==> config.mk <==
export PLATFORM = sky130hd
export DESIGN_NAME = core_run_sequencer
export DESIGN_NICKNAME = d
export VERILOG_FILES = /design/src/rtl/core_run_sequencer.sv
export SDC_FILE = /design/constraint.sdc
export NUM_CORES = 1
export LEC_CHECK = 0
export CORE_AREA = 2 2 86 88
export DETAILED_ROUTE_END_ITERATION = 10
export DIE_AREA = 0 0 88 90
export HOLD_SLACK_MARGIN = 0.15
export PLACE_DENSITY = 0.79
export SLEW_MARGIN = 10
export SYNTH_ARGS = -nofsm -noshare
export SYNTH_HDL_FRONTEND = slang
export SYNTH_SLANG_ARGS = --single-unit
export TNS_END_PERCENT = 10
==> constraint.sdc <==
create_clock -name clock -period 1.9 [get_ports clock]
set_input_delay 0.285 -clock clock [delete_from_list [all_inputs] [get_ports clock]]
set_output_delay 0.285 -clock clock [all_outputs]
set_load 0.02 [all_outputs]
==> src/rtl/core_run_sequencer.sv <==
// Host run controller: shares the 256-byte program RAM port between host LOAD/READ
// commands and the stack-machine core, and sequences core reset/run/halt. Watchdog: SEQ_WATCHDOG_EN.
module core_run_sequencer #(
    parameter int CYC_W          = 16,
    parameter int TIMEOUT_CYCLES = 4096
) (
    input  logic             clock,
    input  logic             reset,
    input  logic             cmd_valid,
    output logic             cmd_ready,
    input  logic [1:0]       cmd_op,
    input  logic [7:0]       cmd_addr,
    input  logic [7:0]       cmd_data,
    output logic             rsp_valid,
    output logic [7:0]       rsp_data,
    output logic             err,
    output logic             core_reset,
    input  logic [7:0]       core_mem_addr,
    input  logic             core_mem_we,
    input  logic [7:0]       core_data_out,
    input  logic             core_halt,
    output logic [7:0]       core_data_in,
    output logic [7:0]       mem_addr,
    output logic [7:0]       mem_wdata,
    output logic             mem_we,
    input  logic [7:0]       mem_rdata,
    output logic             busy,
    output logic             done,
    output logic             timeout,
    output logic [7:0]       result,
    output logic [CYC_W-1:0] cycles
);

    typedef enum logic [2:0] {
        S_IDLE,
        S_LOAD_WR,
        S_READ_RD,
        S_RUN_RST,
        S_RUN,
        S_DONE
    } state_t;

    localparam logic [1:0] OP_LOAD  = 2'd0;
    localparam logic [1:0] OP_READ  = 2'd1;
    localparam logic [1:0] OP_RUN   = 2'd2;
    localparam logic [1:0] OP_ABORT = 2'd3;

    if (TIMEOUT_CYCLES < 1 || (TIMEOUT_CYCLES >> CYC_W) != 0) begin : g_bad_timeout
        $error("core_run_sequencer: TIMEOUT_CYCLES must be in [1, 2^CYC_W)");
    end

    state_t           state_q, state_d;
    logic [7:0]       addr_q, addr_d;
    logic [7:0]       wdata_q, wdata_d;
    logic             rsp_valid_q, rsp_valid_d;
    logic [7:0]       rsp_data_q, rsp_data_d;
    logic             err_q, err_d;
    logic             done_q, done_d;
    logic             timeout_q, timeout_d;
    logic [7:0]       result_q, result_d;
    logic [CYC_W-1:0] cycles_q, cycles_d;
    logic             cmd_fire;
    logic             wd_hit;

    function automatic logic [CYC_W-1:0] sat_inc(input logic [CYC_W-1:0] v);
        return (&v) ? v : v + CYC_W'(1);
    endfunction

`ifdef SEQ_WATCHDOG_EN
    localparam logic [CYC_W-1:0] WD_LAST = CYC_W'(TIMEOUT_CYCLES - 1);
    assign wd_hit = (cycles_q == WD_LAST);
`else
    assign wd_hit = 1'b0;
`endif

    // Port ownership: the core drives the RAM only while actually running.
    always_comb begin
        cmd_ready  = 1'b0;
        busy       = 1'b0;
        core_reset = 1'b1;
        mem_addr   = 8'h00;
        mem_wdata  = wdata_q;
        mem_we     = 1'b0;
        case (state_q)
            S_IDLE, S_DONE: cmd_ready = 1'b1;
            S_LOAD_WR: begin
                busy     = 1'b1;
                mem_addr = addr_q;
                mem_we   = 1'b1;
            end
            S_READ_RD: begin
                busy     = 1'b1;
                mem_addr = addr_q;
            end
            S_RUN_RST: busy = 1'b1;
            S_RUN: begin
                cmd_ready  = 1'b1;
                busy       = 1'b1;
                core_reset = 1'b0;
                mem_addr   = core_mem_addr;
                mem_wdata  = core_data_out;
                mem_we     = core_mem_we;
            end
            default: ;
        endcase
    end

    assign cmd_fire = cmd_valid & cmd_ready;

    always_comb begin
        state_d     = state_q;
        addr_d      = addr_q;
        wdata_d     = wdata_q;
        rsp_valid_d = 1'b0;
        rsp_data_d  = rsp_data_q;
        err_d       = 1'b0;
        done_d      = done_q;
        timeout_d   = timeout_q;
        result_d    = result_q;
        cycles_d    = cycles_q;
        case (state_q)
            S_IDLE, S_DONE: begin
                if (cmd_fire) begin
                    case (cmd_op)
                        OP_LOAD: begin
                            addr_d  = cmd_addr;
                            wdata_d = cmd_data;
                            state_d = S_LOAD_WR;
                        end
                        OP_READ: begin
                            addr_d  = cmd_addr;
                            state_d = S_READ_RD;
                        end
                        OP_RUN: begin
                            done_d    = 1'b0;
                            timeout_d = 1'b0;
                            result_d  = 8'h00;
                            cycles_d  = '0;
                            state_d   = S_RUN_RST;
                        end
                        OP_ABORT: begin
                            done_d    = 1'b0;
                            timeout_d = 1'b0;
                            state_d   = S_IDLE;
                        end
                    endcase
                end
            end
            S_LOAD_WR: state_d = S_IDLE;
            S_READ_RD: begin
                rsp_data_d  = mem_rdata;
                rsp_valid_d = 1'b1;
                state_d     = S_IDLE;
            end
            S_RUN_RST: state_d = S_RUN;
            S_RUN: begin
                cycles_d = sat_inc(cycles_q);
                if (cmd_fire && cmd_op != OP_ABORT) begin
                    err_d = 1'b1;
                end
                // A halt always beats the watchdog and an abort landing in the same cycle.
                if (core_halt) begin
                    result_d = core_data_out;
                    done_d   = 1'b1;
                    state_d  = S_DONE;
                end else if (wd_hit) begin
                    timeout_d = 1'b1;
                    done_d    = 1'b1;
                    result_d  = 8'h00;
                    state_d   = S_DONE;
                end else if (cmd_fire && cmd_op == OP_ABORT) begin
                    state_d = S_IDLE;
                end
            end
            default: state_d = S_IDLE;
        endcase
    end

    always_ff @(posedge clock) begin
        if (reset) begin
            state_q     <= S_IDLE;
            rsp_valid_q <= 1'b0;
            rsp_data_q  <= 8'h00;
            err_q       <= 1'b0;
            done_q      <= 1'b0;
            timeout_q   <= 1'b0;
            result_q    <= 8'h00;
            cycles_q    <= '0;
        end else begin
            state_q     <= state_d;
            rsp_valid_q <= rsp_valid_d;
            rsp_data_q  <= rsp_data_d;
            err_q       <= err_d;
            done_q      <= done_d;
            timeout_q   <= timeout_d;
            result_q    <= result_d;
            cycles_q    <= cycles_d;
        end
        addr_q  <= addr_d;
        wdata_q <= wdata_d;
    end

    assign core_data_in = mem_rdata;
    assign rsp_valid    = rsp_valid_q;
    assign rsp_data     = rsp_data_q;
    assign err          = err_q;
    assign done         = done_q;
    assign timeout      = timeout_q;
    assign result       = result_q;
    assign cycles       = cycles_q;

endmodule

==> run summary, run 1 <==
H-tree depth: 2
Die W: 88 um
First-pass GRT wire length: 12500 um
MaxCap Viol Count: 0
Req. time, crit path: 1.62 ns
Most frequent cells after synthesis: 38 x dfxtp_1, 37 x nand2_1, 28 x o21ai_0, 19 x a21oi_1, 18 x nor2_1
Slew @ Worst Pin: 0.595 ns
CTS max path bufs: 2
Initial antenna violation count: 0
Worst reg2reg path depth: 6
Detailed-route via count: 2703
Combinational fraction of design power: 17.2%
Port Buf Inserts: 109
Yosys warnings: 0
Nets: 490
Syn Nets: 347
Period utilization: 100%
Failing checks: negative setup slack
Cell Int Power: 1670 uW
TritonCTS clock tree: built
Synthesized instance count: 294
Filler instances: 619
Share of the synthesized area in the top cell type: 28.6%
Rows: 31
Post-synth ARST share: 0%
Post-CTS Hold Buffers: 0
GPL Wtd Cong: 0.845
Core ar.: 7020 um2
Top cells by area, synth: dfxtp_1 29%, edfxtp_1 18%, o21ai_0 5.3%, nand2_1 5.2%, mux2_2 3.8%
GRT Total Usage: 19.5%
Status: complete, but fails checks
CP Max Fanout: 14
Power density over the cells: 539 nW/um2
Switching Fraction: 25.8%
CP Capture Type: output pin
Most used standard cell by instance count after synthesis: dfxtp_1
Final setup violation count: 1
WP data arrival: 1.62 ns
Hold Vio Cnt, Final: 0
Via density per instance: 5.03
Slew Limit Fails: 0
Final ANT Viol Nets: 0
Top FF cell, synth: dfxtp_1
CTS clock-pin slew for the worst setup and hold paths: 0.10 ns
CTS sink count: 54
Post-Route WL: 7550 um
Clock share of power: 28.3%
Global-route congestion overflow total: 0
Vias in the first global route: 2671
Synthesized area per cell: 9.05 um2
Slew margin rel.: 60.3%
Maximum vdd ir drop: 0.357 mV
Layout Skew: 0.0118 ns
Post-Syn Area: 2660 um2
CTS Buf Count: 5
Post-route DRC: 0
Cell variety after synth: 46
Leakage: 0.00156 uW
Layout cells sized above 1: 21.7%
Critical path class: reg2out
Crit path time final: 1.90 ns
PnR worst setup slack: -0.00277 ns
Sequential share of power: 54.5%
Hold Crit Class: reg2reg
Clock Latency Late Sink: 0.31 ns
Wirelength per Cell: 14.1 um
Post-synthesis sequential area ratio: 46.6%
Die Y-Extent: 90 um
Total net switching power: 579 uW
I/O pin total: 111
Worst hold path cell count: 2
Largest net degree at the start of global routing: 17
Pre-CTS setup slack: -0.265 ns
P&R area growth vs syn: 56.7%
Post-synth EDFFs: 16
Fmax: 526 MHz
Ant diodes: 0
Die Area: 7920 um2
Post-route setup TNS: -0.00277 ns
DR iter-0 viols: 159
Initial core utilization: 37.9%
CP startpoint kind: flop
Clk root buf: clkbuf_8
Hpwl dp: 5800 um
Cell taking the most area after synthesis: dfxtp_1
TritonRoute pass-1 iters: 4
RSZ-0062 raised after global routing: yes
Final hold slack: 0.459 ns
Post-synthesis register bit count: 54
[sequential cells by signal, indices dropped and copies added (netlist names)]
register / flops
addr_q: 8
cycles: 16
err: 1
rsp_valid: 1
state_q: 3
result: 8
done: 1
wdata_q: 8
rsp_data: 8
[per-stage QoR]
step	power [uW]	area, um2	cells	util (%)
finish	2250	4170	537	59.4
detailed placement	1650	4130	527	58.8
CTS	2270	4180	535	59.5
global route	2340	4170	537	59.4
floorplan	1420	2660	294	-
global placement	1640	4130	527	58.8
[final timing paths]
path | startpoint | to | slack [ns]
setup reg to reg | state_q[2] | result[1] | 0.08
setup / recovery | state_q[0] | mem_wdata[3] | -0.003
hold reg to reg | rsp_data[4] | rsp_data[4] | 0.46
hold / removal | rsp_data[4] | rsp_data[4] | 0.46
[area by class of cell]
cell class / instances / area, um2 / share of cell area (%)
clock inverters: 3 / 16.3 / 0.390
well taps: 99 / 124 / 2.97
inverters: 5 / 18.8 / 0.450
repair buffers: 160 / 1410 / 33.8
multi-input cells: 211 / 1280 / 30.8
flip-flops and latches: 54 / 1250 / 29.9
clock buffers: 5 / 68.8 / 1.65
[logic make-up after synthesis]
logic type	Yosys count	share of synthesized area, %
and+or+nand+nor	110	20.6
AOI/OAI and AO/OA	83	19.8
DFF	54	46.6
buffers and inverters	29	5.45
muxes	10	4.18
adders and majority gates	6	2.82
other	1	0.141
xor gates and xnor gates	1	0.329
[power by group through the flow]
stage                     clock network (uW)  registers, uW  logic (uW)
after global routing                     697           1230         415
after floorplan                            0           1260         160
final                                    636           1220         386
after global placement                     0           1250         394
after detailed placement                   0           1250         402
after CTS                                651           1220         390
[layer usage]
metal  share of wire [%]  wire (um)  global-route usage, %
met5                   0          0                      0
met4                 1.6        123                   5.90
met3                 4.2        318                   3.58
met2                  50       3800                   33.1
met1                  44       3310                   24.9
[critical path: stages, from the launching register on]
cell and delay [ns]:
dfxtp_2 0.34, nand2b_1 0.16, nor2_2 0.16, buf_12 0.15
mux2_2 0.33, buf_2 0.16
[placed cells by master, fill, tap and decap left out, drive strengths merged, types with 2 or more instances in the layout]
cell type,Yosys,final
clkdlybuf4s50,0,89
buf,13,62
dfxtp,38,38
nand2,37,37
o21ai,28,28
a21oi,20,20
nor2,19,19
edfxtp,16,16
nand3,14,14
a22oi,9,9
mux2,9,9
clkbuf,11,9
a32o,8,8
nor3,7,7
nand4,6,6
ha,6,6
inv,5,5
nand2b,5,5
a31oi,5,5
nor2b,5,5
and3,4,4
nor3b,3,3
a41oi,3,3
o31ai,3,3
dlygate4sd2,0,3
clkinv,0,3
or3,2,2
o211ai,2,2
or4,2,2
clkdlybuf4s15,0,2
[what timing repair did]
action                     CTS  global route
gates resized for setup     63            17
gates cloned                 0             0
setup endpoints to repair   28            32
pin swaps                    0             1
buffers inserted             0             2
Note: power is estimated with default switching activity, not from simulation.
==> run 2: changes to the inputs <==
--- a/config.mk
+++ b/config.mk
@@ -14,4 +14,4 @@
 export SYNTH_ARGS = -nofsm -noshare
 export SYNTH_HDL_FRONTEND = slang
 export SYNTH_SLANG_ARGS = --single-unit
-export TNS_END_PERCENT = 10
+export TNS_END_PERCENT = 50
==> run 2 against run 1 <==
Sequential power barely moved. Die area stayed put. Global-route usage decreased by 0.40 points. Largest cell class unchanged. Final cell count rose by 1.3%. Non-clock buffer count grew 7. Critical endpoint is now mem_wdata[6]. Maximum frequency decreased by 2.8%. The run still ends with negative setup slack left. Clock skew fell by 0.0048 ns. Clock power increased by 27%. Sequential share of layout area is 1.1 points lower. Flip-flop and latch count unchanged. Combinational power rose by 4%.
==> run summary, run 2 (synthesis gave the netlist of run 1 again) <==
Switching Fraction: 25.1%
Core ar.: 7020 um2
Period utilization: 103%
TritonCTS clock tree: built
Clock share of power: 33.3%
Final setup violation count: 5
First-pass GRT wire length: 12300 um
CTS clock-pin slew for the worst setup and hold paths: 0.10 ns
Critical path class: reg2out
Layout Skew: 0.00705 ns
Top Family by Delay on Critical Path: buffers and inverters
Vias in the first global route: 2738
Initial antenna violation count: 0
Most frequent cells in the layout: 89 x clkdlybuf4s50_1, 55 x buf_4, 37 x nand2_1
MaxCap Viol Count: 0
Worst reg2reg path endpoint: result[3]
CP Capture Type: output pin
Ant diodes: 0
Req. time, crit path: 1.62 ns
Status: complete, but fails checks
PnR worst setup slack: -0.0571 ns
Hold Crit Class: reg2reg
Global-route congestion overflow total: 0
H-tree depth: 2
Detailed-route via count: 2805
CP startpoint kind: flop
Slew Limit Fails: 0
Power density over the cells: 561 nW/um2
CP max stage cell: dfxtp_4
Sequential share of power: 50.3%
Final instance area: 4340 um2
CTS sink count: 54
Rows: 31
Crit path launch: state_q[0]
P&R area growth vs syn: 63.0%
I/O pin total: 111
Largest net degree at the start of global routing: 23
Crit path buffers/inverters: 4
Port Buf Inserts: 109
Final ANT Viol Nets: 0
Crit path time final: 1.96 ns
Hold endpoint: rsp_data[6]
Nets: 497
Hpwl dp: 5610 um
GPL Wtd Cong: 0.863
Via density per instance: 5.16
Clk root buf: clkbuf_8
Combinational fraction of design power: 16.4%
CP Max Fanout: 4
Worst reg2reg path depth: 6
Total net switching power: 611 uW
Placement Cell Area: 4100 um2
Post-Route WL: 7650 um
Hold Startpoint: rsp_data[6]
Die Y-Extent: 90 um
Maximum vdd ir drop: 0.346 mV
TritonRoute pass-1 iters: 4
Most common cell after layout, fill and taps aside: clkdlybuf4s50_1
Die Area: 7920 um2
Cell mode on critical path: buf_6
WP data arrival: 1.67 ns
Max stage delay on crit path: 0.37 ns
Layout cells sized above 1: 24.3%
Register-to-register setup slack: 0.09 ns
Fmax: 511 MHz
Final Util: 61.8%
Hold Vio Cnt, Final: 0
Clock Latency Late Sink: 0.31 ns
Post-route DRC: 0
RR Startpoint: state_q[2]
GRT Total Usage: 19.1%
CTS Buf Count: 5
CP Cell Sequence: nand2b_4 -> nor2_4 -> buf_6 -> buf_6 -> buf_6 -> mux2_4 -> buf_6
DR iter-0 viols: 115
Leakage: 0.00164 uW
RSZ-0062 raised after global routing: yes
Largest register FFs: 16
Initial core utilization: 37.9%
Cell Int Power: 1820 uW
Wirelength per Cell: 14.1 um
Failing checks: negative setup slack
Die W: 88 um
Worst hold path cell count: 2
CTS max path bufs: 2
-- run 2: per-layer routing --
layer	GRT usage, %	wire [um]
met1	22.7	3220
met2	33.6	3910
met3	4.50	393
met4	5.51	124
met5	0	0
-- run 2: area by class of cell --
cell class / instances / area (um2)
Multi-Input combinational cell: 211 / 1330
Clock buffer: 5 / 68.8
Tap cell: 99 / 124
Fill cell: 593 / 2680
Inverter: 5 / 18.8
Timing Repair Buffer: 167 / 1490
Sequential cell: 54 / 1250
Clock inverter: 3 / 47.5
-- run 2: metrics by stage --
step	hold WS (ns)	setup slack (ns)	power [uW]	instances	setup TNS (ns)
6_report	0.461	-0.0571	2430	544	-0.148
5_1_grt	0.474	-0.102	2510	544	-0.448
4_1_cts	0.465	-0.155	2440	538	-0.434
3_5_place_dp	0.450	-0.244	1650	524	-5.21
3_3_place_gp	0.444	-0.209	1640	524	-3.76
2_1_floorplan	0.384	-0.0176	1420	294	-0.183
-- run 2: worst max path at each step --
stage                    to  slack (ns)  depth (start not counted)
2_1_floorplan     addr_q[0]       -0.02                          5
3_3_place_gp   mem_wdata[6]       -0.21                          5
3_5_place_dp     cycles[15]       -0.24                          8
4_1_cts        mem_wdata[0]       -0.16                          5
5_1_grt        mem_wdata[6]       -0.10                          7
6_report       mem_wdata[6]       -0.06                          7
-- run 2: repair_timing --
item                       in CTS  in global routing
buffers inserted                6                  6
hold buffers                    0                  0
pin swaps                       1                  1
setup endpoints to repair      28                 28
gates resized for setup        81                 26
-- run 2: power groups by stage --
stage	registers, uW	logic, uW	clock network, uW
6_report	1220	400	809
5_1_grt	1230	431	856
4_1_cts	1230	388	827
3_5_place_dp	1250	397	0
3_3_place_gp	1250	388	0
2_1_floorplan	1260	161	0
-- run 2: tightest hold or removal path: stages (launching register included) --
cell and delay [ns]:
dfxtp_1 0.32, nand2_1 0.05, a21oi_1 0.05
